===== config.mk =====
export PLATFORM = sky130hd
export DESIGN_NAME = excess3_serial_subtractor
export DESIGN_NICKNAME = d
export VERILOG_FILES = /design/src/rtl/excess3_pkg.sv /design/src/rtl/excess3_digit_adder.sv /design/src/rtl/excess3_serial_subtractor.sv
export SDC_FILE = /design/constraint.sdc
export NUM_CORES = 1
export LEC_CHECK = 0
export CAP_MARGIN = 20
export CORE_UTILIZATION = 25
export DETAILED_ROUTE_END_ITERATION = 12
export RECOVER_POWER = 50
export SYNTH_ARGS = -nofsm -noshare
export SYNTH_HDL_FRONTEND = slang
export SYNTH_SLANG_ARGS = --single-unit

===== constraint.sdc =====
create_clock -name clk -period 7.57 [get_ports clk]
set_clock_uncertainty 0.2 [all_clocks]
set_input_delay 1.1355 -clock clk [delete_from_list [all_inputs] [get_ports clk]]
set_output_delay 1.1355 -clock clk [all_outputs]
set_load 0.02 [all_outputs]

===== src/rtl/excess3_pkg.sv =====
// Shared types and constants for the Excess-3 arithmetic blocks.
// Holds the controller state encoding and the digit-range helper.
package excess3_pkg;

    typedef enum logic [1:0] {
        IDLE = 2'd0,
        SUB  = 2'd1,
        NEG  = 2'd2,
        DONE = 2'd3
    } state_t;

    localparam logic [3:0] X3_BIAS = 4'b0011;
    localparam logic [3:0] X3_MIN  = 4'b0011;
    localparam logic [3:0] X3_MAX  = 4'b1100;

    // A packed Excess-3 digit is legal only for decimal 0..9 (0011..1100).
    function automatic logic x3_valid(input logic [3:0] digit);
        return (digit >= X3_MIN) && (digit <= X3_MAX);
    endfunction

endpackage


===== src/rtl/excess3_digit_adder.sv =====
// One-digit Excess-3 adder with decimal carry and Excess-3 re-biasing.
// Shared by the subtract pass and the re-complement pass.
module excess3_digit_adder
    import excess3_pkg::*;
(
    input  logic [3:0] x,
    input  logic [3:0] y,
    input  logic       cin,
    output logic [3:0] digit,
    output logic       cout
);

    logic [4:0] s;

    assign s = {1'b0, x} + {1'b0, y} + {4'b0000, cin};

    // Two biased operands carry +6; a decimal carry leaves -10 behind so we
    // restore +3, otherwise we strip the extra +3.
    assign cout  = s[4];
    assign digit = s[4] ? (s[3:0] + X3_BIAS) : (s[3:0] - X3_BIAS);

endmodule


===== src/rtl/excess3_serial_subtractor.sv =====
// Digit-serial Excess-3 subtractor: A + nines(B) + 1, LSD first, then an
// optional ten's-complement pass to return |A-B| with a separate sign.
module excess3_serial_subtractor
    import excess3_pkg::*;
#(
    parameter int DIGITS = 4
) (
    input  logic                  clk,
    input  logic                  rst,
    input  logic                  start,
    input  logic [4*DIGITS-1:0]   a_x3,
    input  logic [4*DIGITS-1:0]   b_x3,
    output logic                  busy,
    output logic                  done,
    output logic [4*DIGITS-1:0]   diff_x3,
    output logic [4*DIGITS-1:0]   diff_bcd,
    output logic                  neg,
    output logic                  invalid
);

    localparam int              IDX_W    = (DIGITS > 1) ? $clog2(DIGITS) : 1;
    localparam logic [IDX_W-1:0] LAST_IDX = IDX_W'(DIGITS - 1);

    state_t                 state;
    state_t                 state_nxt;

    logic [DIGITS-1:0][3:0] a_q;
    logic [DIGITS-1:0][3:0] b_q;
    logic [DIGITS-1:0][3:0] r_x3;
    logic [DIGITS-1:0][3:0] r_bcd;
    logic [IDX_W-1:0]       idx;
    logic                   cin;
    logic                   neg_q;
    logic                   invalid_q;

    logic                   operand_bad;
    logic                   last;
    logic [3:0]             add_x;
    logic [3:0]             add_y;
    logic [3:0]             sum_digit;
    logic                   sum_cout;

    assign last = (idx == LAST_IDX);

    // NOTE: every always_comb output gets a default first so no path leaves
    // it unassigned; otherwise synthesis infers a latch.
    always_comb begin
        operand_bad = 1'b0;
        for (int i = 0; i < DIGITS; i++) begin
            if (!x3_valid(a_x3[4*i +: 4]) || !x3_valid(b_x3[4*i +: 4]))
                operand_bad = 1'b1;
        end
    end

    // SUB adds the nine's complement of B; NEG adds Excess-3 zero to the
    // nine's complement of the partial result, giving its ten's complement.
    always_comb begin
        add_x = a_q[idx];
        add_y = ~b_q[idx];
        if (state == NEG) begin
            add_x = ~r_x3[idx];
            add_y = X3_BIAS;
        end
    end

    excess3_digit_adder u_digit_adder (
        .x     (add_x),
        .y     (add_y),
        .cin   (cin),
        .digit (sum_digit),
        .cout  (sum_cout)
    );

    // State register.
    always_ff @(posedge clk) begin
        if (rst) state <= IDLE;
        else     state <= state_nxt;
    end

    // Next-state logic.
    always_comb begin
        state_nxt = state;
        case (state)
            IDLE: begin
                if (start)
                    state_nxt = operand_bad ? DONE : SUB;
            end
            SUB: begin
                if (last)
                    state_nxt = sum_cout ? DONE : NEG;
            end
            NEG: begin
                if (last)
                    state_nxt = DONE;
            end
            DONE:    state_nxt = IDLE;
            default: state_nxt = IDLE;
        endcase
    end

    // Outputs decoded from state.
    always_comb begin
        busy = (state != IDLE);
        done = (state == DONE);
    end

    // NOTE: sequential state uses non-blocking assignments so every register
    // samples pre-edge values regardless of statement order.
    // NOTE: the operand latches and result digits sit on the synchronous reset
    // too, since an aborted operation must leave all visible outputs at zero.
    always_ff @(posedge clk) begin
        if (rst) begin
            a_q       <= '0;
            b_q       <= '0;
            r_x3      <= '0;
            r_bcd     <= '0;
            idx       <= '0;
            cin       <= 1'b0;
            neg_q     <= 1'b0;
            invalid_q <= 1'b0;
        end else begin
            case (state)
                IDLE: begin
                    if (start) begin
                        a_q       <= a_x3;
                        b_q       <= b_x3;
                        r_x3      <= '0;
                        r_bcd     <= '0;
                        idx       <= '0;
                        cin       <= 1'b1;
                        neg_q     <= 1'b0;
                        invalid_q <= operand_bad;
                    end
                end
                SUB, NEG: begin
                    r_x3[idx]  <= sum_digit;
                    r_bcd[idx] <= sum_digit - X3_BIAS;
                    cin        <= sum_cout;
                    idx        <= last ? '0 : idx + 1'b1;
                    // No final carry means A<B: rerun over the result as +1.
                    if ((state == SUB) && last && !sum_cout) begin
                        neg_q <= 1'b1;
                        cin   <= 1'b1;
                    end
                end
                default: ;
            endcase
        end
    end

    assign diff_x3  = r_x3;
    assign diff_bcd = r_bcd;
    assign neg      = neg_q;
    assign invalid  = invalid_q;

endmodule


==> results of run 1 <==
-- cells in the final DEF (no fill, tap or decap), types with 4 or more instances in the layout --
cell	instances
nand2_1	79
dfxtp_1	71
clkdlybuf4s50_1	48
a21oi_1	39
nor2_1	27
dlygate4sd3_1	21
ha_1	15
inv_1	13
a32oi_1	12
mux4_2	11
clkbuf_16	9
a211oi_1	8
o211ai_1	8
o21ai_0	7
nand3b_1	7
a2bb2oi_1	7
o21ai_1	6
xnor2_1	4
nand2b_1	4
a211o_1	4
-- flip-flops by register name (all words and copies together), names as in the netlist --
signal and cells:
diff_x3 16, diff_bcd 16, a_q 16, neg 1, idx 2, state 2
invalid 1, cin 1, b_q 16
-- cell type report --
| class | instances | area (um^2) |
|---|---|---|
| Timing Repair Buffer | 73 | 734 |
| Inverter | 14 | 52.6 |
| Tap cell | 176 | 220 |
| Multi-Input combinational cell | 278 | 1900 |
| Sequential cell | 71 | 1420 |
| Clock buffer | 10 | 239 |
| Fill cell | 1425 | 8720 |
| Clock inverter | 6 | 60.1 |
-- metrics by stage --
stage	worst slack, ns	util, %	hold WS [ns]	total power [mW]	cells
finish	2.86	34.6	0.249	2.32	628
global route	2.51	34.6	0.278	2.48	628
CTS	2.81	34.4	0.252	2.31	626
detailed placement	2.82	32.2	0.244	1.88	610
global placement	2.94	32.2	0.242	1.84	610
floorplan	3.40	-	0.232	1.55	384
-- routing by layer --
layer | routed length [um] | track usage [%] | vias up
li1 | - | - | 1500
met1 | 4360 | 18.0 | 1443
met2 | 4300 | 21.4 | 131
met3 | 643 | 3.80 | 11
met4 | 129 | 4.69 | 0
met5 | 0 | 0 | -
-- how the worst max path moves through the flow --
| stage | slack [ns] | startpoint | cells after the start | endpoint |
|---|---|---|---|---|
| floorplan | 3.40 | idx[0]$_SDFFE_PP0P_ | 16 | diff_bcd[3]$_SDFFE_PP0P_ |
| global placement | 2.94 | idx[0]$_SDFFE_PP0P_ | 15 | diff_bcd[3]$_SDFFE_PP0P_ |
| detailed placement | 2.82 | idx[0]$_SDFFE_PP0P_ | 14 | diff_bcd[7]$_SDFFE_PP0P_ |
| CTS | 2.81 | idx[0]$_SDFFE_PP0P_ | 14 | diff_bcd[7]$_SDFFE_PP0P_ |
| global route | 2.51 | idx[0]$_SDFFE_PP0P_ | 14 | diff_bcd[7]$_SDFFE_PP0P_ |
| finish | 2.86 | idx[0]$_SDFFE_PP0P_ | 14 | diff_bcd[7]$_SDFFE_PP0P_ |
-- worst register-to-register path, stage by stage, from the launching register on --
cell and delay (ns):
dfxtp_1 0.93, mux4_2 0.61, a21oi_1 0.22, fa_1 0.26, fa_1 0.23, inv_1 0.05, a21o_2 0.19, a21oi_2 0.22
inv_1 0.12, ha_1 0.41, nand2_1 0.08, o21ai_1 0.14, xor2_1 0.26, xnor3_2 0.53, o31ai_2 0.19
-- power breakdown --
part           internal (mW)  switching [mW]
clock                  0.262           0.159
combinational          0.562           0.841
sequential             0.440          0.0552
-- cell families (layout without fill, tap and decap cells) --
kind of cell / count (synthesis) / in the layout
AOI/OAI and AO/OA: 110 / 110
xor gates and xnor gates: 7 / 7
adders and majority gates: 18 / 18
buffers and inverters: 35 / 103
DFF: 71 / 71
muxes: 12 / 12
and+or+nand+nor: 131 / 131
==> out/results.ini, run 1 <==
[global_route]
grt_overflow_total=0
grt.total_usage_pct=13.7
grt_max_degree=73
grt_pass1_wl_um=15200
first_global_vias=3068
antenna_found_initial=0

[layout]
fin_nets=500
syn_to_final_growth_pct=33.7
drive_gt1_share_pct=8.63
insertedDiodeCount=0
finalInstanceArea_um2=4620

[logic_synthesis]
yosys.area_share.simple_pct=16.3
synth.area.mux_share_pct=7.45
synth_area_per_cell_um2=9.01
synth-edff-count=0
synthAdderAreaFrac_pct=7.16
synth-compound-area-share_pct=21.7
ys_warn_count=0
synth_top_family_by_area=compound AO/OA/AOI/OAI gates
synth-main-ff-cell=dfxtp_1
yosys.cell_types.count=48
yosys.area.top_type=dfxtp_1
synth_area_um2=3460
ys_seq_area_share_pct=41.1
yosysMostFrequentCell=nand2_1
ys_async_sr_fraction_pct=0
synth_common_cells=nand2_1, dfxtp_1, a21oi_1
synth-xor-area-share_pct=2.21
synthCells=384
ys_ff_latch=71
synth_area_leaders=dfxtp_1, nand2_1, mux4_2
synth_top_area_share_pct=41.1
syn-num-nets=437

[worst_setup_path]
worstPathCellList=mux4_2 -> a21oi_1 -> fa_1 -> fa_1 -> inv_1 -> a21o_2 -> a21oi_2 -> inv_1 -> ha_1 -> nand2_1 -> o21ai_1 -> xor2_1 -> xnor3_2 -> o31ai_2
max_stage_delay_ns=0.93
cp-end-kind=flop
r2r_slack_ns=2.86
worst_r2r_endpoint=diff_bcd[7]$_SDFFE_PP0P_
cp.required_ns=7.62
cp_max_fo=16
cp_slowest_cell=dfxtp_1
reg2reg_depth=14
crit_path_start_kind=flop
worstPathArrival_ns=4.76
cp.buffers_inverters=2
path_class=flop to flop
r2r_start=idx[0]$_SDFFE_PP0P_
path_delay_family=compound AO/OA/AOI/OAI gates

[detailed_routing]
drt-total-wl_um=9430
drc=0
dr.pass1.iters=6
drt_iter0_drc=297
vias=3085
routedWlPerCell_um=15.0
drt-vias-per-instance=4.91
detail-route-antenna-nets=0

[clock_network]
root_buffer=clkbuf_16
clk_path_buf_depth=2
cts_tree=done
holdBufCountCts=0
numCtsBuffers=9
clock-sinks=71
postCtsResizedCells=0
htree_levels=3
path_clk_slew_ns=0.05
cts_setup_buffers=0
clk_latency_ns=0.33

[floorplanning]
die_w_um=120
core_area_um2=13300
die_area_um2=14300
ios=71
die_h_um=120
placementRows=42
start_util_pct=25.9

[placement]
io_buffers=70
gp_congestion=0.804
hpwl_um=6880
dpl_cell_area_um2=4290

[run]
maxCapViolations=0

[sta]
finalSetupTns_ns=0
period_share_pct=62.3
drv_slew=0
tightest_slew_ns=1.27
max_freq_ghz=0.212
setup_violations=0
finalCriticalPeriod_ns=4.71
grt_setup_unrepaired=false
slew_headroom_pct=15.0
hold_viol=0

[outcome]
status=complete, no violations

[min_path]
hold_path_class=flop to flop
hold_end=b_q[1]$_SDFFE_PP0P_
whs_path_depth=2
hp-start=b_q[1]$_SDFFE_PP0P_

[pwr]
leakagePower_nw=1.74
powerDensity_nw_per_um2=501
ir_drop_v=0.000334

No activity file was read; power rests on OpenSTA's default activity.
==> inputs of run 2 (changes only) <==
Clock period 7.57 ns to 4.83 ns, I/O delays scaled along.
==> out/results.ini, run 2 (same netlist as run 1, synthesis figures left out) <==
[sta]
period_share_pct=91.5
setup_violations=0
tightest_slew_ns=1.19
slew_headroom_pct=20.6
setup_slack_ns=0.409
hold_viol=0
finalCriticalPeriod_ns=4.42
finalSetupTns_ns=0
grt_setup_unrepaired=false
drv_slew=0
max_freq_ghz=0.226

[global_route]
grt.total_usage_pct=14.1
first_global_vias=3023
grt_max_degree=50
grt_overflow_total=0
grt_pass1_wl_um=15600
antenna_found_initial=0

[clock_network]
numCtsBuffers=9
clk_latency_ns=0.34
holdBufCountCts=0
cts_setup_buffers=0
path_clk_slew_ns=0.05
clock-sinks=71
cts_tree=done
clk_path_buf_depth=2
root_buffer=clkbuf_16
postCtsResizedCells=0
htree_levels=3

[floorplanning]
die_w_um=120
die_area_um2=14300
die_h_um=120
ios=71
start_util_pct=25.9
placementRows=42
core_area_um2=13300

[layout]
syn_to_final_growth_pct=34.4
insertedDiodeCount=0
nFillCells=1405
final_cell_mix=nand2_1, dfxtp_1, clkdlybuf4s50_1, a21oi_1, nor2_1
fin_nets=503
fin_cells=631
multi_input_area_um2=1900
drive_gt1_share_pct=9.23
final_common_cell=nand2_1
regArea_um2=1420

[detailed_routing]
drt-vias-per-instance=4.90
dr.pass1.iters=5
drc=0
drt_iter0_drc=236
routedWlPerCell_um=15.3
vias=3091
detail-route-antenna-nets=0
drt-total-wl_um=9680

[worst_setup_path]
crit_path_start_kind=flop
worstPathArrival_ns=4.47
cp.required_ns=4.88
path_class=flop to flop
cp-end-kind=flop
path_delay_family=adder cells
cp.buffers_inverters=3
cp_max_fo=14
max_stage_delay_ns=0.52
worstPathCellList=buf_4 -> mux4_2 -> and2_1 -> fa_1 -> fa_1 -> inv_1 -> a21o_2 -> a21oi_2 -> inv_1 -> ha_1 -> nand2_1 -> o21ai_1 -> xor2_1 -> xnor3_2 -> o31ai_2
cp_slowest_cell=mux4_2

[placement]
hpwl_um=6990
gp_congestion=0.794
place_ws_ns=0.464
io_buffers=70
dp_cells=614

[pwr]
leakagePower_nw=1.76
swShare_pct=44.9
power.net_switching_mw=1.65
pwr-share-clk_pct=19.5
fin_total_pwr_mw=3.67
p_int_mw=2.02
p_comb_share_pct=60.0
powerDensity_nw_per_um2=789
ir_drop_v=0.000643
seq_power_share_pct=20.5

[outcome]
status=complete, no violations

[run]
maxCapViolations=0

[min_path]
hold_path_class=flop to flop

## run 2: cell types whose count changed in the layout (fill, tap and decap cells not counted)
cell       previous run  this run
o21ai_1               6         5
and2_1                2         3
clkinv_4              0         2
clkinv_2              3         1
clkbuf_8              1         0
buf_4                 1         5
bufinv_16             1         2
buf_16                1         0
o21ai_0               7         8
and2_0                2         1
## run 2: power groups by stage
| stage | combinational [mW] | sequential (mW) | clock, mW |
|---|---|---|---|
| after global placement | 2.12 | 0.764 | 0 |
| after floorplan | 1.63 | 0.793 | 0 |
| after detailed placement | 2.19 | 0.767 | 0 |
| final | 2.20 | 0.754 | 0.715 |
| after CTS | 2.21 | 0.756 | 0.730 |
| after global routing | 2.41 | 0.767 | 0.754 |
## run 2: routing by layer
metal  routed length (um)  track usage [%]  up-vias  share of wire [%]
met3                  569             3.37       10                5.9
met2                 4430             21.5      117                 46
met4                  123             5.39        0                1.3
met5                    0                0        -                  0
li1                     -                -     1509                  -
met1                 4550             19.2     1455                 47
## run 2: path summary, 6_finish.rpt
path                                  start                        end  slack (ns)  cells after the start
setup / recovery        idx[0]$_SDFFE_PP0P_   diff_bcd[7]$_SDFFE_PP0P_        0.41                     15
hold / removal    diff_bcd[15]$_SDFFE_PP0P_  diff_bcd[15]$_SDFFE_PP0P_        0.25                      2
setup reg to reg        idx[0]$_SDFFE_PP0P_   diff_bcd[7]$_SDFFE_PP0P_        0.41                     15
hold reg to reg   diff_bcd[15]$_SDFFE_PP0P_  diff_bcd[15]$_SDFFE_PP0P_        0.25                      2
## run 2: final cells by class
type	count	area share, %
Multi-Input combinational cell	278	40.8
Sequential cell	71	30.6
Timing Repair Buffer	76	15.8
Clock buffer	9	4.84
Tap cell	176	4.73
Clock inverter	7	2.10
Inverter	14	1.13
## run 2: stage by stage
| stage | hold WS, ns | cell area, um^2 | utilization [%] |
|---|---|---|---|
| after floorplan | 0.232 | 3460 | - |
| after global placement | 0.242 | 4320 | 32.4 |
| after global routing | 0.269 | 4650 | 34.8 |
| after CTS | 0.252 | 4650 | 34.8 |
| after detailed placement | 0.244 | 4320 | 32.4 |
| final | 0.246 | 4650 | 34.8 |
## run 2: worst register-to-register path, stage by stage (launching register included)
cell	delay (ns)
dfxtp_1	0.40
buf_4	0.29
mux4_2	0.53
and2_1	0.19
fa_1	0.43
fa_1	0.42
inv_1	0.07
a21o_2	0.13
a21oi_2	0.08
inv_1	0.13
ha_1	0.29
nand2_1	0.08
o21ai_1	0.15
xor2_1	0.26
xnor3_2	0.52
o31ai_2	0.19
